File: config.mk
export PLATFORM = sky130hd
export DESIGN_NAME = adder_cpu_controller
export DESIGN_NICKNAME = d
export VERILOG_FILES = /design/src/rtl/adder_cpu_controller.sv
export SDC_FILE = /design/constraint.sdc
export NUM_CORES = 1
export LEC_CHECK = 0
export ABC_CLOCK_PERIOD_IN_PS = 3400
export CAP_MARGIN = 20
export CELL_PAD_IN_SITES_DETAIL_PLACEMENT = 1
export CELL_PAD_IN_SITES_GLOBAL_PLACEMENT = 1
export CORE_MARGIN = 2
export CORE_UTILIZATION = 39
export CTS_CLUSTER_SIZE = 12
export DETAILED_ROUTE_END_ITERATION = 8
export PLACE_DENSITY = 0.91
export SETUP_SLACK_MARGIN = 0.15
export SYNTH_ARGS = -nofsm -noshare
export SYNTH_HDL_FRONTEND = slang
export SYNTH_SLANG_ARGS = --single-unit
File: constraint.sdc
create_clock -name clk -period 3.4 [get_ports clk]
set_clock_uncertainty 0.05 [all_clocks]
set_input_delay 0.34 -clock clk [delete_from_list [all_inputs] [get_ports clk]]
set_output_delay 0.34 -clock clk [all_outputs]
set_load 0.02 [all_outputs]
File: src/rtl/adder_cpu_controller.sv
// Multi-cycle fetch/decode/execute controller for the adding-machine CPU, with halt, memory-timeout trap and retire counter.
// Latency: 3 cycles per instruction with mem_ready high; memory states stall on mem_ready=0 up to TIMEOUT cycles, then trap to ERR.
// Backpressure: mem_ready is the only handshake; control outputs hold steady while an access waits.
module adder_cpu_controller #(
    parameter int TIMEOUT = 15,
    parameter int ICNT_W  = 8
) (
    input  logic              clk,
    input  logic              rst_n,
    input  logic [1:0]        op_code,
    input  logic              mem_ready,
    input  logic              halt_req,
    output logic              ir_on_adr,
    output logic              pc_on_adr,
    output logic              ld_ir,
    output logic              ld_ac,
    output logic              ld_pc,
    output logic              inc_pc,
    output logic              clr_pc,
    output logic              pass_add,
    output logic              select,
    output logic              rd_mem,
    output logic              wr_mem,
    output logic              halted,
    output logic              err,
    output logic [ICNT_W-1:0] instr_cnt
);

    localparam int WAIT_W = (TIMEOUT > 1) ? $clog2(TIMEOUT) : 1;
    localparam logic [WAIT_W-1:0] WAIT_LAST = WAIT_W'(TIMEOUT - 1);

    typedef enum logic [3:0] {
        RST, FETCH, DECODE, EX_LDA, EX_STA, EX_JMP, EX_ADD, HALT, ERR
    } state_t;

    state_t              state_q, state_d;
    logic [WAIT_W-1:0]   wait_cnt_q, wait_cnt_d;
    logic [ICNT_W-1:0]   instr_cnt_q, instr_cnt_d;
    logic                mem_stall;
    logic                in_exec;

    always_ff @(posedge clk or negedge rst_n) begin
        if (!rst_n) begin
            state_q     <= RST;
            wait_cnt_q  <= '0;
            instr_cnt_q <= '0;
        end else begin
            state_q     <= state_d;
            wait_cnt_q  <= wait_cnt_d;
            instr_cnt_q <= instr_cnt_d;
        end
    end

    always_comb begin
        state_d     = state_q;
        wait_cnt_d  = wait_cnt_q;
        instr_cnt_d = instr_cnt_q;
        mem_stall   = 1'b0;
        ir_on_adr   = 1'b0;
        pc_on_adr   = 1'b0;
        ld_ir       = 1'b0;
        ld_ac       = 1'b0;
        ld_pc       = 1'b0;
        inc_pc      = 1'b0;
        clr_pc      = 1'b0;
        pass_add    = 1'b0;
        select      = 1'b0;
        rd_mem      = 1'b0;
        wr_mem      = 1'b0;
        halted      = 1'b0;
        err         = 1'b0;

        case (state_q)
            RST: begin
                clr_pc  = 1'b1;
                state_d = FETCH;
            end
            FETCH: begin
                pc_on_adr = 1'b1;
                rd_mem    = 1'b1;
                if (mem_ready) begin
                    ld_ir   = 1'b1;
                    inc_pc  = 1'b1;
                    state_d = DECODE;
                end else begin
                    mem_stall = 1'b1;
                end
            end
            DECODE: begin
                if (halt_req) begin
                    state_d = HALT;
                end else begin
                    case (op_code)
                        2'b00:   state_d = EX_LDA;
                        2'b01:   state_d = EX_STA;
                        2'b10:   state_d = EX_JMP;
                        default: state_d = EX_ADD;
                    endcase
                end
            end
            EX_LDA: begin
                ir_on_adr = 1'b1;
                rd_mem    = 1'b1;
                if (mem_ready) begin
                    ld_ac   = 1'b1;
                    state_d = FETCH;
                end else begin
                    mem_stall = 1'b1;
                end
            end
            EX_STA: begin
                ir_on_adr = 1'b1;
                wr_mem    = 1'b1;
                if (mem_ready) begin
                    state_d = FETCH;
                end else begin
                    mem_stall = 1'b1;
                end
            end
            EX_JMP: begin
                ld_pc   = 1'b1;
                state_d = FETCH;
            end
            EX_ADD: begin
                pass_add = 1'b1;
                select   = 1'b1;
                ld_ac    = 1'b1;
                state_d  = FETCH;
            end
            HALT: begin
                halted = 1'b1;
                if (!halt_req) begin
                    state_d = FETCH;
                end
            end
            ERR: begin
                err = 1'b1;
            end
            default: begin
                state_d = RST;
            end
        endcase

        // A late mem_ready on the last allowed cycle still advances normally.
        if (mem_stall) begin
            if (wait_cnt_q == WAIT_LAST) begin
                state_d = ERR;
            end else begin
                wait_cnt_d = wait_cnt_q + WAIT_W'(1);
            end
        end
        if (state_d != state_q) begin
            wait_cnt_d = '0;
        end

        if (in_exec && (state_d == FETCH)) begin
            instr_cnt_d = instr_cnt_q + ICNT_W'(1);
        end
    end

    assign in_exec   = (state_q == EX_LDA) || (state_q == EX_STA) ||
                       (state_q == EX_JMP) || (state_q == EX_ADD);
    assign instr_cnt = instr_cnt_q;

endmodule

Yosys cells after proc, flatten, opt, wreduce, memory -nomap -nowiden
Index checks and enable logic that the tools add are counted.

Input port bits: 6. Register bits: 16.

Eq/ne operators: 14. $add $sub $neg: 2. Mux-type cells: 25. Reductions and logical operators: 12.

Operators by type and width (count): $mux W4 (8); $pmux W4 S6 (1); $eq A4 B3 Y1 const B (4); $mux W1 (13); $pmux W3 S3 (1); $add A8 B1 Y8 const B (1); $eq A4 B1 Y1 const B (2); $eq A4 B2 Y1 const B (2); $eq A4 B4 Y1 const B (2); $reduce_or A3 Y1 (2); $add A4 B1 Y4 const B (1); $logic_not A4 Y1 (1); $ne A4 B4 Y1 (1); $reduce_or A2 Y1 (2); $logic_or A1 B1 Y1 (3); $mux W3 (1); $eq A2 B1 Y1 const B (1); $eq A2 B2 Y1 const B (1); $logic_not A2 Y1 (1); $ne A2 B1 Y1 const B (1); $pmux W1 S2 (1); $reduce_and A2 Y1 (1); $reduce_bool A2 Y1 (1); $logic_and A1 B1 Y1 (1).

Depth between registers and ports, before layout
Depth after elaboration: 9. Gate-level depth with buffers: 7. Mapped depth without buffers: 7.

Worst setup path after synthesis
No wires, ideal clock.

Path type: flip-flop to output port. Start: reg state_q[1]. End: out ld_ir. Slack: 1228 ps. Cell stages (with the launch flop): 6. Required time: 3010 ps. Arrival: 1782 ps. Cells stage by stage: dfrtp_1 > buf_4 > clkbuf_1 > nor3_1 > and2_1 > buf_4.

Longest elaborated chain between the ends: 2.

RTL lines: from (decl) (RTL line 36) `state_t state_q, state_d;`; from (signal assigned) (RTL line 48) `state_q <= state_d;`; $eq A4 B1 Y1; $mux W1; to (decl) (RTL line 15) `output logic ld_ir,`.

Every way passes these cells.

Worst setup path in the final report
Start: reg state_q[0]. End: out inc_pc.

Longest elaborated chain between the ends: 2.

RTL lines: $eq A4 B1 Y1 (RTL line 73) `case (state_q)`; $mux W1 (RTL line 73); to (decl) (RTL line 18) `output logic inc_pc,`.

Every way passes these cells.

==> reports/results.tsv <==
stage	metric	value	unit
route	drc	0	
sta	final_hold_viol_count	0	
route	drt_iter0_markers	12	
route	dr.pass1.iters	4	
critical_path	path_max_fanout	19	
global_routing	overflow	0	
clocking	cts-root-buf	clkbuf_4	
route	finalWirelength	2700	µm
clocking	post_cts_buffers	0	
clocking	cts_max_level	1	
worst_hold_path	min_path_type	in2async	
run	drv_cap	0	
sta	tightestPinTransition	0.707	ns
synth	syn_area_per_cell	8.86	µm²
route	routed_via_density	5.55	
clocking	path_clk_slew	0.09	ns
placed_design	hpwl	2100	µm
sta	setup_tns	0	ns
clocking	cts_sinks	16	
final_layout	layout-drive-gt1-share	0.0608	
placed_design	place.gp.congestion	0.744	
global_routing	grt_max_degree	20	
placed_design	port_buffers	26	
placed_design	place_ws	0.925	ns
synth	yosys.area.top_type_share	0.356	
die	die_x	57.7	µm
synth	syn_area	1120	µm²
clocking	cts_buffers	3	
final_layout	final_common_cell	clkdlybuf4s50_1	
pwr	max-vdd-ir-drop	212	µV
route	final_antenna_net_count	0	
global_routing	grt_usage	0.181	
synth	yosys_warnings	0	
critical_path	arrival	2.26	ns
critical_path	startpoint_type	flop	
synth	synthDistinctLibCells	37	
final_layout	antenna_cells	0	
die	chipHeight	57.7	µm
sta	drv_slew	0	
route	wl_per_cell	15.1	µm
final_layout	area_growth	23.6	%
clocking	cts_resized	0	
die	start_util	0.408	
global_routing	grt_pass1_wl	4700	µm
critical_path	cp-end-kind	output port	
route	via_count	993	
pwr	p_per_area	239	nW/µm²
critical_path	cp.required	3.01	ns
critical_path	critical_path_class	reg2out	
sta	period_needed	2.65	ns
clocking	max-clock-path-buffers	2	
pwr	p_leak	0.584	nW
clocking	cts_tree	yes	
clocking	cts_hold_buf	0	
global_routing	grt_pass1_vias	1021	
sta	max_freq	378	MHz
final_layout	final_cell_mix	26 x clkdlybuf4s50_1, 19 x nor2_1, 16 x dfrtp_1	
die	rows	19	
synth	synth_top_cell_by_area	dfrtp_1	
sta	setup_viol	0	
die	core_area	2760	µm²
sta	slew-limit-headroom	0.527	
synth	synthTopCellsByArea	dfrtp_1 36%, xnor2_1 7.0%, nor2_1 6.3%	
outcome	status	finished clean	
synth	synthCells	127	
global_routing	antenna_found_initial	0	
clocking	clkLatencyLatePin	0.28	ns
synth	synth_seq_cells	16	
die	dieArea	3330	µm²
final_layout	fin_nets	159	
die	ios	27	
synth	synth-seq-area-share	0.356	
sta	rsz0062_at_grt	false	
sta	whs	0.423	ns
synth	synth_nets	137	
sta	setup_slack	0.754	ns
sta	finalCritPeriodShare	0.778	
==> critical path, stage by stage, from the launching register on <==
cell and delay, ns:
dfrtp_1 0.75, nand2b_1 0.20, nor3_1 0.23, and2_1 0.18, clkdlybuf4s50_1 0.60
==> Yosys cell counts, drive strengths merged <==
cell     number
o21ai         5
clkbuf        1
nor3          7
nand4         5
a2111oi       1
o21a          2
o221ai        1
ha            4
xnor2         9
a31oi         1
mux2i         2
inv           8
nor2         19
buf           8
o311ai        1
o32a          1
o31a          1
xor2          2
nor4          2
and2b         1
a21oi         5
and2          1
o211ai        1
a311oi        1
nand2         7
nand2b        2
or3           1
nor3b         1
and3          3
dfrtp        16
nor2b         4
mux2          1
nand3         3
==> area by class of cell <==
type                    instances  area (µm²)
fillers                       337        1370
multi-input cells              94         624
flip-flops and latches         16         400
repair buffers                 26         260
well taps                      31        38.8
clock buffers                   4        36.3
inverters                       8        30.0
==> cell families (layout without fill, tap and decap cells) <==
logic type | after synthesis | in the layout | synth area share
compound gates | 20 | 20 | 0.139
xor+xnor | 11 | 11 | 0.0857
fa+ha+maj | 4 | 4 | 0.0445
buf+inv | 17 | 38 | 0.0890
flops | 16 | 16 | 0.356
mux | 3 | 3 | 0.0278
simple gates | 56 | 56 | 0.258
==> registers in the layout, indices dropped and copies added (netlist names) <==
name / flops
wait_cnt_q: 4
instr_cnt: 8
state_q: 4
==> path summary, 6_finish.rpt <==
| path | from | end | slack [ns] | depth (start not counted) |
|---|---|---|---|---|
| max in group asynchronous | rst_n | instr_cnt[5] | 2.43 | 1 |
| worst max register to register | state_q[0] | wait_cnt_q[1] | 1.25 | 5 |
| worst min-delay path | rst_n | state_q[2] | 0.42 | 1 |
| min in group clk | instr_cnt[7] | instr_cnt[7] | 0.44 | 1 |
| worst min register to register | instr_cnt[7] | instr_cnt[7] | 0.44 | 1 |
| worst max-delay path | state_q[0] | inc_pc | 0.75 | 4 |
==> per-layer routing <==
metal | routed length (µm) | global-route usage | up-vias
met3 | 85 | 0.0201 | 4
li1 | - | - | 480
met5 | 0 | 0 | -
met2 | 1390 | 0.323 | 27
met1 | 1180 | 0.227 | 482
met4 | 40 | 0.0598 | 0
==> power breakdown <==
part	switching [W]	leakage (nW)	internal (W)	total, W
Combinational	0.0000100	0.345	0.00000764	0.0000176
Clock	0.0000587	0.0210	0.0000652	0.000124
Sequential	0	0.218	0.000190	0.000190
Total	0.0000687	0.584	0.000263	0.000332
==> metrics by stage <==
step,instance area [µm²],instances,total power [W],util
floorplan,1120,127,0.000202,-
global placement,1350,175,0.000211,0.491
detailed placement,1350,175,0.000212,0.491
CTS,1390,179,0.000338,0.504
global route,1390,179,0.000348,0.504
finish,1390,179,0.000332,0.504
Note: power is estimated with default switching activity, not from simulation.
